`config.mk`:
```
export PLATFORM = sky130hd
export DESIGN_NAME = uart_tx_sched
export DESIGN_NICKNAME = d
export VERILOG_FILES = /design/src/rtl/uart_pkg.sv /design/src/rtl/uart_tx_sched_rr_arbiter.sv /design/src/rtl/uart_tx_sched.sv
export SDC_FILE = /design/constraint.sdc
export NUM_CORES = 1
export LEC_CHECK = 0
export BUFFER_PORTS_ARGS = -buffer_cell sky130_fd_sc_hd__buf_2
export CORE_AREA = 2 2 64 66
export CTS_BUF_LIST = sky130_fd_sc_hd__clkbuf_16
export DETAILED_ROUTE_END_ITERATION = 7
export DIE_AREA = 0 0 66 68
export SETUP_SLACK_MARGIN = 0.02
export SYNTH_ARGS = -nofsm -noshare
export SYNTH_HDL_FRONTEND = slang
export SYNTH_SLANG_ARGS = --single-unit
```
`constraint.sdc`:
```
create_clock -name clk -period 3.8 [get_ports clk]
set_input_delay 0.19 -clock clk [delete_from_list [all_inputs] [get_ports clk]]
set_output_delay 0.19 -clock clk [all_outputs]
set_load 0.01 [all_outputs]
```
`src/rtl/uart_pkg.sv`:
```
// Shared types and constants for the UART transmit scheduler.
// Optional feature macro: UART_TX_SCHED_ID_HDR_EN (adds an ID header frame per transaction).
package uart_pkg;

    // Upper nibble of the header byte that announces the requester ID.
    localparam logic [3:0] HDR_MAGIC = 4'hA;

    typedef enum logic [2:0] {
        IDLE,
        LAUNCH,
        WAIT_HI,
        WAIT_LO
`ifdef UART_TX_SCHED_ID_HDR_EN
        ,
        HDR_LAUNCH
`endif
    } state_t;

endpackage

```
`src/rtl/uart_tx_sched_rr_arbiter.sv`:
```
// Combinational round-robin arbiter: searches from ptr+1 upward, wrapping past NREQ-1 to 0.
module rr_arbiter #(
    parameter int NREQ = 4,
    parameter int IW   = $clog2(NREQ)
) (
    input  logic [NREQ-1:0] req,
    input  logic [IW-1:0]   ptr,
    output logic [NREQ-1:0] onehot,
    output logic [IW-1:0]   idx,
    output logic            any
);

    // Walk offsets from farthest to nearest so the nearest active requester after ptr wins.
    always_comb begin
        onehot = '0;
        idx    = '0;
        any    = 1'b0;
        for (int k = NREQ; k >= 1; k--) begin
            if (req[(int'(ptr) + k) % NREQ]) begin
                any = 1'b1;
                idx = IW'((int'(ptr) + k) % NREQ);
            end
        end
        if (any) onehot[idx] = 1'b1;
    end

endmodule

```
`src/rtl/uart_tx_sched.sv`:
```
// Round-robin scheduler feeding one UART transmitter from NREQ byte requesters.
// Optional feature macro: UART_TX_SCHED_ID_HDR_EN -- when defined, every transaction
// is preceded by a header frame {HDR_MAGIC, cur_id} sent from HDR_LAUNCH.
module uart_tx_sched
    import uart_pkg::*;
#(
    parameter int N    = 8,
    parameter int NREQ = 4
) (
    input  logic                      clk,
    input  logic                      rst,
    input  logic [NREQ-1:0]           req,
    input  logic [NREQ*N-1:0]         req_data,
    output logic [NREQ-1:0]           grant,
    output logic [$clog2(NREQ)-1:0]   cur_id,
    output logic                      busy,
    output logic                      tx_start,
    output logic [N-1:0]              tx_din,
    input  logic                      tx_done
);

    localparam int IW = $clog2(NREQ);

    state_t          state, nxt;
    logic [IW-1:0]   ptr;
    logic [N-1:0]    hold;
    logic [NREQ-1:0] win_oh;
    logic [IW-1:0]   win_idx;
    logic            win_any;
    logic [N-1:0]    win_data;
    logic            accept;
    logic            frame_end;

`ifdef UART_TX_SCHED_ID_HDR_EN
    logic            hdr_flag;
    logic [7:0]      hdr_byte;
`endif

    rr_arbiter #(.NREQ(NREQ), .IW(IW)) u_arb (
        .req    (req),
        .ptr    (ptr),
        .onehot (win_oh),
        .idx    (win_idx),
        .any    (win_any)
    );

    assign accept    = (state == IDLE) && win_any;
    assign frame_end = (state == WAIT_LO) && !tx_done;

    // Select the winning slice using the one-hot grant vector.
    always_comb begin
        win_data = '0;
        for (int i = 0; i < NREQ; i++) begin
            if (win_oh[i]) win_data = req_data[i*N +: N];
        end
    end

    // State register.
    always_ff @(posedge clk) begin
        if (rst) state <= IDLE;
        else     state <= nxt;
    end

    // Next-state logic; tx_done is only looked at in the two wait states.
    always_comb begin
        nxt = state;
        case (state)
            IDLE: begin
                if (win_any) begin
`ifdef UART_TX_SCHED_ID_HDR_EN
                    nxt = HDR_LAUNCH;
`else
                    nxt = LAUNCH;
`endif
                end
            end
            LAUNCH:  nxt = WAIT_HI;
`ifdef UART_TX_SCHED_ID_HDR_EN
            HDR_LAUNCH: nxt = WAIT_HI;
`endif
            WAIT_HI: if (tx_done) nxt = WAIT_LO;
            WAIT_LO: begin
                if (!tx_done) begin
`ifdef UART_TX_SCHED_ID_HDR_EN
                    nxt = hdr_flag ? LAUNCH : IDLE;
`else
                    nxt = IDLE;
`endif
                end
            end
            default: nxt = IDLE;
        endcase
    end

    // Capture the winner's byte and ownership on acceptance; ptr remembers the last winner.
    always_ff @(posedge clk) begin
        if (rst) begin
            ptr    <= IW'(NREQ - 1);
            hold   <= '0;
            cur_id <= '0;
`ifdef UART_TX_SCHED_ID_HDR_EN
            hdr_flag <= 1'b0;
`endif
        end else begin
            if (accept) begin
                hold   <= win_data;
                cur_id <= win_idx;
                ptr    <= win_idx;
            end
`ifdef UART_TX_SCHED_ID_HDR_EN
            // Flag marks the header frame in flight; cleared once that frame completes.
            if (accept)         hdr_flag <= 1'b1;
            else if (frame_end) hdr_flag <= 1'b0;
`endif
        end
    end

    // Moore outputs decoded from state; the first launch state of a transaction carries the grant.
    always_comb begin
        grant    = '0;
        busy     = (state != IDLE);
        tx_start = 1'b0;
        tx_din   = hold;
`ifdef UART_TX_SCHED_ID_HDR_EN
        hdr_byte = {HDR_MAGIC, 4'(cur_id)};
        if (hdr_flag) tx_din = N'(hdr_byte);
        if (state == HDR_LAUNCH) begin
            tx_start      = 1'b1;
            grant[cur_id] = 1'b1;
        end
        if (state == LAUNCH) tx_start = 1'b1;
`else
        if (state == LAUNCH) begin
            tx_start      = 1'b1;
            grant[cur_id] = 1'b1;
        end
`endif
    end

endmodule

```
-- After elaboration in Yosys (flattened, before gate mapping)
Index checks and enable logic that the tools add are counted.
- bits in read-only memories: 0
- input bits: 39
- latch bits: 0
- bits in registers: 15
- memories: 0
- logic and storage cells: 71
- output and inout port bits: 16
- bits in writable memories: 0
- bitwise operators: 4
- mux-type cells: 35
- $add $sub $neg: 4
- magnitude comparators: 8
- multipliers: 0
- divide/modulo/power cells: 0
- reduce and logical (&&, ||, !) cells: 10
- equality and inequality tests: 6
- shift operators: 0
- operators by type and width (operator ; number):
    2-to-1 mux 8 bit ; 4
    less-than comparator 3 x 4 -> 1 bit (second input constant) ; 4
    2-to-1 mux 1 bit ; 15
    one-hot mux 3 bit (4 select lines) ; 1
    2-to-1 mux 3 bit ; 3
    binary-select mux 1 bit (select 2 bit) ; 4
    2-to-1 mux 2 bit ; 4
    2-to-1 mux 4 bit ; 2
    OR reduction 2 bit ; 4
    == test 3 x 2 -> 1 bit (second input constant) ; 2
    less-than comparator 2 x 3 -> 1 bit (second input constant) ; 2
    inequality test 2 bit (second input constant) ; 3
    adder 2 x 1 -> 2 bit (second input constant) ; 2
    adder 2 bit (second input constant) ; 2
    bitwise AND 1 bit (first input constant) ; 4
    demux 1 bit (select 2 bit) ; 2
    greater-or-equal comparator 2 x 1 -> 1 bit (second input constant) ; 2
    == test 3 x 1 -> 1 bit (second input constant) ; 1
    logical AND 1 bit ; 3
    zero test 3 bit ; 1
    AND reduction 3 bit ; 1
    nonzero test 3 bit ; 1

-- Depth between registers and ports, before layout
Gate-level depths: netlist of run 1.
- depth in word-level cells: 19
- mapped depth: 7

-- Modules after synthesis
Synthesis of run 1 repeated with hierarchy kept, for this count alone.
- cells, all modules: 122
- area, all modules: 1033.5 um^2
- by module, submodules not included (module ; area each (um^2) ; cells an instance ; instances):
    uart_tx_sched ; 814.5 ; 90 ; 1
    rr_arbiter ; 219.0 ; 32 ; 1

-- Worst setup path before layout of run 1
No wires, ideal clock.
- kind: flip-flop to flip-flop
- from: register state[0]
- to: register ptr[1]
- required time: 3.676 ns
- cell stages (with the launch flop): 7
- clock period less this slack: 1.357 ns
- arrival time: 1.233 ns
- slack: 2.443 ns
- buffers on the path: 1
- cell sequence: dfxtp_1 -> inv_1 -> ha_1 -> or2b_1 -> buf_6 -> a21oi_1 -> nand2_1
- cells in the longest elaborated chain, start to end: 2
- RTL lines (element ; line ; text):
    start: declaration ; uart_tx_sched.sv:24 ; state_t state, nxt;
    start signal: assignment ; uart_tx_sched.sv:61 ; else state <= nxt;
    zero test 3 bit ; uart_tx_sched.sv:47 ; assign accept = (state == IDLE) && win_any;
    logical AND 1 bit ; uart_tx_sched.sv:47 ;
    end signal: assignment ; uart_tx_sched.sv:98 ; ptr <= IW'(NREQ - 1);
    end signal: assignment ; uart_tx_sched.sv:108 ; ptr <= win_idx;
    end: declaration ; uart_tx_sched.sv:25 ; logic [IW-1:0] ptr;
Every way passes these cells.
A chain may end at the register's enable or synchronous reset.

-- Worst setup path after layout of run 1
- from: register state[0]
- to: register hold[2] (netlist: tx_din[2])
- cells in the longest elaborated chain, start to end: 2
- RTL lines (element ; line ; text):
    zero test 3 bit ; uart_tx_sched.sv:47 ;
    logical AND 1 bit ; uart_tx_sched.sv:47 ;
    end signal: assignment ; uart_tx_sched.sv:106 ; hold <= win_data;
    end: declaration ; uart_tx_sched.sv:26 ; logic [N-1:0] hold;
Every way passes these cells.

==> impl_metrics.csv, run 1 <==
group,metric,value,unit
worst_hold_path,hold_path.class,"in2reg",
sta,grt_setup_unrepaired,"no",
sta,hold_viol_final,0,
grt,first_global_vias,1040,
power,p_leak,0.710,nW
cts,number_of_h_tree_levels,1,
die,floorplan.io_pins,55,
placement,globalplace.congestion,0.745,
worst_setup_path,critPathRequiredTime,3.93,ns
die,total_die_area,4490,um^2
sta,max_slew_margin,70.4,%
logic_synthesis,synth_cells,139,
drt,number_of_vias_per_cell_after_detailed_routing,4.88,
power,power.ir.vdd_worst,0.000233,V
logic_synthesis,synth_warn,0,
logic_synthesis,syn_avg_cell_area,7.92,um^2
sta,final_period_minus_worst_setup_slack,1.69,ns
final_layout,multi_input_comb_area,702,um^2
placement,dp_hpwl,2380,um
sta,timing_max_transition_violations_final,0,
cts,cts-resized-gates,0,
cts,clk-insertion-delay-late,0.24,ns
grt,grt_max_degree,17,
drt,dr_total_vias,1167,
drt,antenna_left,0,
cts,numClockSinks,14,
worst_setup_path,category_of_the_worst_setup_path_capture_point,"flip-flop",
sta,setup_violations,0,
cts,path_clk_slew,0.05,ns
logic_synthesis,ys_types,39,
placement,port_buffers,54,
final_layout,area_growth_from_synthesis_to_layout,31.0,%
drt,drtPass1Iterations,4,
cts,ctsRootBufferMaster,"sky130_fd_sc_hd__clkbuf_16",
grt,grt_total_usage,13.7,%
logic_synthesis,ys_async_sr_fraction,0,%
power,power.switching_fraction,41.8,%
worst_hold_path,worst_hold_startpoint,"req_data[24]",
worst_setup_path,path_class,"reg2reg",
die,die_h,68,um
grt,use_met1,19.2,%
status,status,"finished, final reports clean",
drt,wl_per_cell,12.5,um
final_layout,post_layout_net_count,233,
final_layout,area_taken_by_flip_flops_and_latches,280,um^2
worst_setup_path,worst-endpoint-arrival,1.82,ns
sta,final.setup.tns,0,ns
cts,cts_tree,"yes",
drt,first_iter_violations,120,
grt,globalRoute.totalOverflow,0,
power,switching_power,0.403,mW
power,seq_power_share,28.7,%
cts,cts_made_buffers,3,
drt,drt_wl_total,2980,um
grt,grt_use_met2,20.2,%
grt,grt_pass1_wl,4760,um
logic_synthesis,yosys_register_bits,14,
sta,worst_clock_skew,0.00102,ns
cts,max-clock-path-buffers,2,
final_layout,fin_area,1440,um^2
final_layout,layout.filler_cells,437,
grt,antenna_found_initial,0,
job,max-cap-violations,0,
cts,hold_buffers,0,
drt,route.detailed.drc,0,
worst_setup_path,r2r_setup_slack,2.11,ns
power,cell_internal_pwr,0.561,mW
grt,grt_most_used_layer,"met2",
worst_setup_path,startpoint,"state[0]",
grt,global_route.usage.met3,2.63,%
worst_setup_path,crit-reg2reg-launch,"state[0]",
die,core_area,3860,um^2
power,pwr-share-comb,50.5,%
sta,max_clock_freq,591,MHz
die,core.rowCount,23,
final_layout,antenna_cells_inserted,0,
power,power_frac_clock,20.7,%
logic_synthesis,syn-num-nets,182,
logic_synthesis,count_of_flip_flops_with_a_built_in_enable_after_synthesis,0,
die,die_width,66,um
final_layout,finalCoreUtilization,37.4,%
worst_setup_path,timing.critical_path.from_type,"flip-flop",
final_layout,fraction_of_layout_instances_using_a_drive_strength_above_1,36.0,%
sta,tcrit_tclk_final,44.5,%
logic_synthesis,cell_area_synth,1100,um^2
die,initial_core_util,28.6,%
power,power.density_cell_area,669,nW/um^2
sta,timing_worst_slew_pin_value,0.443,ns
logic_synthesis,synth_ff_type,"sky130_fd_sc_hd__dfxtp_1",
placement,placed_area,1360,um^2
worst_setup_path,cp_max_fo,13,
cts,post-cts-setup-buffer-count,0,
logic_synthesis,synth-seq-area-share,25.5,%
==> synthesized netlist by cell type (2+ instances only) <==
cell / instances / area, um^2
sky130_fd_sc_hd__a21oi_1: 22 / 110
sky130_fd_sc_hd__dfxtp_1: 14 / 280
sky130_fd_sc_hd__inv_1: 13 / 48.8
sky130_fd_sc_hd__nor2_1: 10 / 37.5
sky130_fd_sc_hd__nand2_1: 9 / 33.8
sky130_fd_sc_hd__o221ai_1: 9 / 78.8
sky130_fd_sc_hd__o21ai_0: 8 / 40.0
sky130_fd_sc_hd__o21ai_1: 8 / 40.0
sky130_fd_sc_hd__nand3_1: 7 / 35.0
sky130_fd_sc_hd__buf_6: 4 / 45.0
sky130_fd_sc_hd__ha_1: 4 / 50.1
sky130_fd_sc_hd__buf_2: 2 / 10.0
sky130_fd_sc_hd__buf_4: 2 / 15.0
sky130_fd_sc_hd__nor2b_1: 2 / 12.5
==> metal layers <==
layer / share of wire (%) / wire length [um]
met5: 0 / 0
met4: 1.6 / 48
met3: 7.6 / 226
met2: 44 / 1320
met1: 46 / 1380
==> layout by cell type (no fill, tap or decap), types with 2 or more instances in the layout <==
cell                        synthesis  routed
sky130_fd_sc_hd__ha_1               4       4
sky130_fd_sc_hd__o221ai_1           9       9
sky130_fd_sc_hd__a21oi_1           22      22
sky130_fd_sc_hd__nor2_1            10      10
sky130_fd_sc_hd__o21ai_0            8       8
sky130_fd_sc_hd__clkbuf_16          0       3
sky130_fd_sc_hd__buf_2              2      54
sky130_fd_sc_hd__dfxtp_1           14      14
sky130_fd_sc_hd__nand3_1            7       7
sky130_fd_sc_hd__nand2_1            9       9
sky130_fd_sc_hd__nor2b_1            2       2
sky130_fd_sc_hd__inv_1             13      13
sky130_fd_sc_hd__o21ai_1            8       8
==> worst max-delay path: stages, from the launching register on <==
cell and delay (ns):
sky130_fd_sc_hd__dfxtp_1 0.35, sky130_fd_sc_hd__inv_1 0.09, sky130_fd_sc_hd__ha_1 0.28, sky130_fd_sc_hd__or2b_1 0.44, sky130_fd_sc_hd__nor2_1 0.07, sky130_fd_sc_hd__o221a_1 0.13
sky130_fd_sc_hd__a32o_1 0.21
==> state kept, by name, summed over array words and instances (netlist names) <==
signal	cells
ptr	2
state	2
cur_id	2
tx_din	8
==> stage by stage <==
stage / instances / setup WS, ns / hold slack, ns / power, mW
final: 239 / 2.11 / 0.225 / 0.964
after detailed placement: 235 / 2.12 / 0.480 / 0.768
after floorplan: 139 / 2.44 / 0.363 / 0.645
after global placement: 235 / 2.13 / 0.471 / 0.768
after global routing: 239 / 1.94 / 0.242 / 1.06
after CTS: 239 / 2.10 / 0.227 / 0.972
==> cell families (layout without fill, tap and decap cells) <==
group                      after synthesis  after routing  synth area share (%)
AOI/OAI and AO/OA                       61             61                  39.5
adders and majority gates                4              4                  4.55
buffers and inverters                   21             71                  10.8
DFF                                     14             14                  25.5
and+or+nand+nor                         39             39                  19.7
==> power by group through the flow <==
stage	sequential [mW]	combinational, mW	clock [mW]
after global placement	0.279	0.489	0
after floorplan	0.267	0.378	0
final	0.277	0.487	0.200
after detailed placement	0.278	0.489	0
after global routing	0.291	0.561	0.210
after CTS	0.277	0.492	0.203
==> path summary, 6_finish.rpt <==
kind	end	cells past startpoint
worst max-delay path	tx_din[2]	6
worst min-delay path	tx_din[0]	3
worst max register to register	tx_din[2]	6
worst min register to register	tx_din[2]	1
==> area by class of cell <==
| type | count | area share [%] |
|---|---|---|
| Timing Repair Buffer | 54 | 18.7 |
| Sequential cell | 14 | 19.4 |
| Clock inverter | 1 | 0.260 |
| Inverter | 13 | 3.38 |
| Clock buffer | 3 | 5.20 |
| Tap cell | 50 | 4.34 |
| Multi-Input combinational cell | 104 | 48.7 |
Note: power is estimated with default switching activity, not from simulation.
==> run 2, diff against run 1 <==
--- a/config.mk
+++ b/config.mk
@@ -5,11 +5,12 @@
 export SDC_FILE = /design/constraint.sdc
 export NUM_CORES = 1
 export LEC_CHECK = 0
+export ABC_AREA = 1
 export BUFFER_PORTS_ARGS = -buffer_cell sky130_fd_sc_hd__buf_2
-export CORE_AREA = 2 2 64 66
+export CORE_AREA = 2 2 65 67
 export CTS_BUF_LIST = sky130_fd_sc_hd__clkbuf_16
 export DETAILED_ROUTE_END_ITERATION = 7
-export DIE_AREA = 0 0 66 68
+export DIE_AREA = 0 0 67 69
 export SETUP_SLACK_MARGIN = 0.02
 export SYNTH_ARGS = -nofsm -noshare
 export SYNTH_HDL_FRONTEND = slang
==> constraint.sdc (replaced) <==
create_clock -name clk -period 1.7 [get_ports clk]
set_input_delay 0.085 -clock clk [delete_from_list [all_inputs] [get_ports clk]]
set_output_delay 0.085 -clock clk [all_outputs]
set_load 0.01 [all_outputs]
==> run 2 against run 1 <==
  * Combinational power grew to 6.3 times the previous value
  * Hold slack worse by 0.18 ns
  * Non-clock buffer count increased by 8
  * Final cell count grew 23%
  * Global-route usage grew 0.68 points
  * Die area rose by 3.0%
  * Critical path type unchanged
==> impl_metrics.csv, run 2 <==
group,metric,value,unit
die,die_h,69,um
worst_setup_path,critPathRequiredTime,1.88,ns
logic_synthesis,ys_async_sr_fraction,0,%
grt,grt_max_degree,20,
sta,grt_setup_unrepaired,"yes",
logic_synthesis,cell_area_synth,1140,um^2
logic_synthesis,synth_ff_type,"sky130_fd_sc_hd__dfxtp_1",
drt,drt_wl_total,3300,um
cts,hold_buffers,0,
final_layout,instances_no_fill,293,
sta,final.setup.tns,0,ns
die,core_area,3910,um^2
die,die_width,67,um
worst_setup_path,path_class,"reg2reg",
grt,globalRoute.totalOverflow,0,
grt,grt_total_usage,14.3,%
power,finalPower,4.10,mW
cts,clk-insertion-delay-late,0.24,ns
placement,port_buffers,54,
cts,ctsRootBufferMaster,"sky130_fd_sc_hd__clkbuf_16",
logic_synthesis,yosys_register_bits,14,
final_layout,finalCoreUtilization,46.5,%
logic_synthesis,ys_types,23,
drt,route.detailed.drc,0,
final_layout,commonest_non_fill_non_tap_cell_in_the_layout,"sky130_fd_sc_hd__buf_2",
worst_setup_path,cp_max_fo,9,
worst_setup_path,worst-endpoint-arrival,1.84,ns
cts,numClockSinks,14,
logic_synthesis,syn_avg_cell_area,6.28,um^2
power,power.ir.vdd_worst,0.000746,V
placement,dp_hpwl,2510,um
sta,max_slew_margin,79.9,%
grt,antenna_found_initial,0,
sta,timing_max_transition_violations_final,0,
placement,globalplace.congestion,0.818,
die,initial_core_util,29.0,%
drt,dr_total_vias,1361,
logic_synthesis,synth_warn,0,
sta,setup_violations,0,
worst_hold_path,worst_hold_startpoint,"rst",
placement,dp.cells,289,
logic_synthesis,synth-seq-area-share,24.7,%
logic_synthesis,netlist.top_cell.by_area,"sky130_fd_sc_hd__dfxtp_1",
worst_setup_path,startpoint,"ptr[0]",
drt,number_of_vias_per_cell_after_detailed_routing,4.65,
cts,path_clk_slew,0.05,ns
sta,worst_clock_skew,0.00346,ns
final_layout,layout.filler_cells,412,
worst_hold_path,hold_path.class,"in2reg",
status,status,"finished, final reports clean",
grt,grt_pass1_wl,5280,um
sta,hold_viol_final,0,
sta,timing_worst_slew_pin_value,0.301,ns
grt,first_global_vias,1208,
logic_synthesis,netlist.area_leader.share,24.7,%
final_layout,largest_register_ff_count,8,
job,max-cap-violations,0,
logic_synthesis,syn-num-nets,224,
logic_synthesis,ys_top_cells_by_count,"sky130_fd_sc_hd__nand2_1 (50), sky130_fd_sc_hd__nand3_1 (28), sky130_fd_sc_hd__inv_1 (17)",
final_layout,final_cell_mix,"sky130_fd_sc_hd__buf_2 (54), sky130_fd_sc_hd__nand2_1 (34), sky130_fd_sc_hd__nand3_1 (22), sky130_fd_sc_hd__nand2_4 (18), sky130_fd_sc_hd__inv_1 (15)",
final_layout,fraction_of_layout_instances_using_a_drive_strength_above_1,49.0,%
die,core.rowCount,23,
drt,drtPass1Iterations,4,
worst_setup_path,crit-reg2reg-launch,"ptr[0]",
sta,finalHoldWorstSlack,0.0464,ns
sta,final_period_minus_worst_setup_slack,1.66,ns
drt,wl_per_cell,11.3,um
sta,tcrit_tclk_final,97.9,%
logic_synthesis,count_of_flip_flops_with_a_built_in_enable_after_synthesis,0,
cts,cts_made_buffers,3,
cts,number_of_h_tree_levels,1,
worst_setup_path,timing.critical_path.from_type,"flip-flop",
logic_synthesis,synth_cells,181,
drt,first_iter_violations,36,
worst_setup_path,category_of_the_worst_setup_path_capture_point,"flip-flop",
die,total_die_area,4620,um^2
logic_synthesis,synth.area.top_cells,"sky130_fd_sc_hd__dfxtp_1 (25%), sky130_fd_sc_hd__nand2_1 (17%), sky130_fd_sc_hd__nand3_1 (12%)",
final_layout,antenna_cells_inserted,0,
sta,max_clock_freq,601,MHz
drt,antenna_left,0,
final_layout,post_layout_net_count,287,
cts,post-cts-setup-buffer-count,0,
cts,max-clock-path-buffers,2,
die,floorplan.io_pins,55,
power,p_leak,0.971,nW
cts,cts_tree,"yes",
power,power.density_cell_area,2250,nW/um^2
logic_synthesis,synthMostInstantiatedCell,"sky130_fd_sc_hd__nand2_1",
final_layout,area_growth_from_synthesis_to_layout,60.1,%
[run 2: layer usage]
| layer | share of wire (%) | GRT usage [%] | vias to the layer above | routed length [um] |
|---|---|---|---|---|
| met4 | 0.76 | 2.27 | 0 | 25 |
| met2 | 49 | 22.8 | 50 | 1610 |
| met3 | 7.0 | 4.24 | 4 | 231 |
| met1 | 43 | 19.3 | 598 | 1430 |
| met5 | 0 | 0 | - | 0 |
| li1 | - | - | 709 | - |
[run 2: logic make-up after synthesis]
kind of cell	count (synthesis)	synth area share, %
simple gates	116	50.1
buf+inv	26	10.5
compound gates	21	10.4
flops	14	24.7
fa+ha+maj	4	4.41
[run 2: layout make-up]
| type | count | area (um^2) | share of cell area (%) |
|---|---|---|---|
| Inverter | 22 | 103 | 5.64 |
| Sequential cell | 14 | 285 | 15.7 |
| Tap cell | 50 | 62.6 | 3.44 |
| Multi-Input combinational cell | 141 | 931 | 51.2 |
| Clock buffer | 3 | 75.1 | 4.13 |
| Timing Repair Buffer | 62 | 359 | 19.7 |
| Clock inverter | 1 | 3.75 | 0.206 |
[run 2: repair_timing]
| item | 4_1_cts | 5_1_grt |
|---|---|---|
| setup endpoints to repair | 11 | 13 |
| pin swaps | 12 | 20 |
| resized for setup | 27 | 33 |
[run 2: worst paths after layout]
kind	slack [ns]	to	cells past startpoint
setup / recovery	0.04	tx_din[1]	15
hold / removal	0.05	tx_din[2]	2
setup reg to reg	0.04	tx_din[1]	15
hold reg to reg	0.48	tx_din[2]	2
[run 2: where the power goes]
group	total [mW]	leakage, nW	switching [mW]	internal, mW
Clock	0.439	0.0385	0.129	0.310
Combinational	3.06	0.816	1.84	1.23
Sequential	0.599	0.116	0.123	0.476
[run 2: worst max-delay path: stages, from the launching register on]
cell and delay [ns]:
sky130_fd_sc_hd__dfxtp_4 0.41, sky130_fd_sc_hd__inv_8 0.07, sky130_fd_sc_hd__nand2_4 0.06, sky130_fd_sc_hd__nand2_4 0.06, sky130_fd_sc_hd__nand2_4 0.10, sky130_fd_sc_hd__nand2_2 0.05, sky130_fd_sc_hd__inv_2 0.04, sky130_fd_sc_hd__nand2_1 0.05
sky130_fd_sc_hd__nand2_2 0.08, sky130_fd_sc_hd__nand2_4 0.08, sky130_fd_sc_hd__buf_12 0.14, sky130_fd_sc_hd__nor2_4 0.17, sky130_fd_sc_hd__nand2_1 0.09, sky130_fd_sc_hd__nand3_2 0.09, sky130_fd_sc_hd__nor2_1 0.04, sky130_fd_sc_hd__nor2_1 0.07
[run 2: per-stage QoR]
| step | instance area [um^2] | setup slack (ns) |
|---|---|---|
| 2_1_floorplan | 1140 | 0.0943 |
| 3_3_place_gp | 1520 | -0.0367 |
| 3_5_place_dp | 1520 | -0.0777 |
| 4_1_cts | 1690 | 0.0202 |
| 5_1_grt | 1820 | -0.100 |
| 6_report | 1820 | 0.0357 |
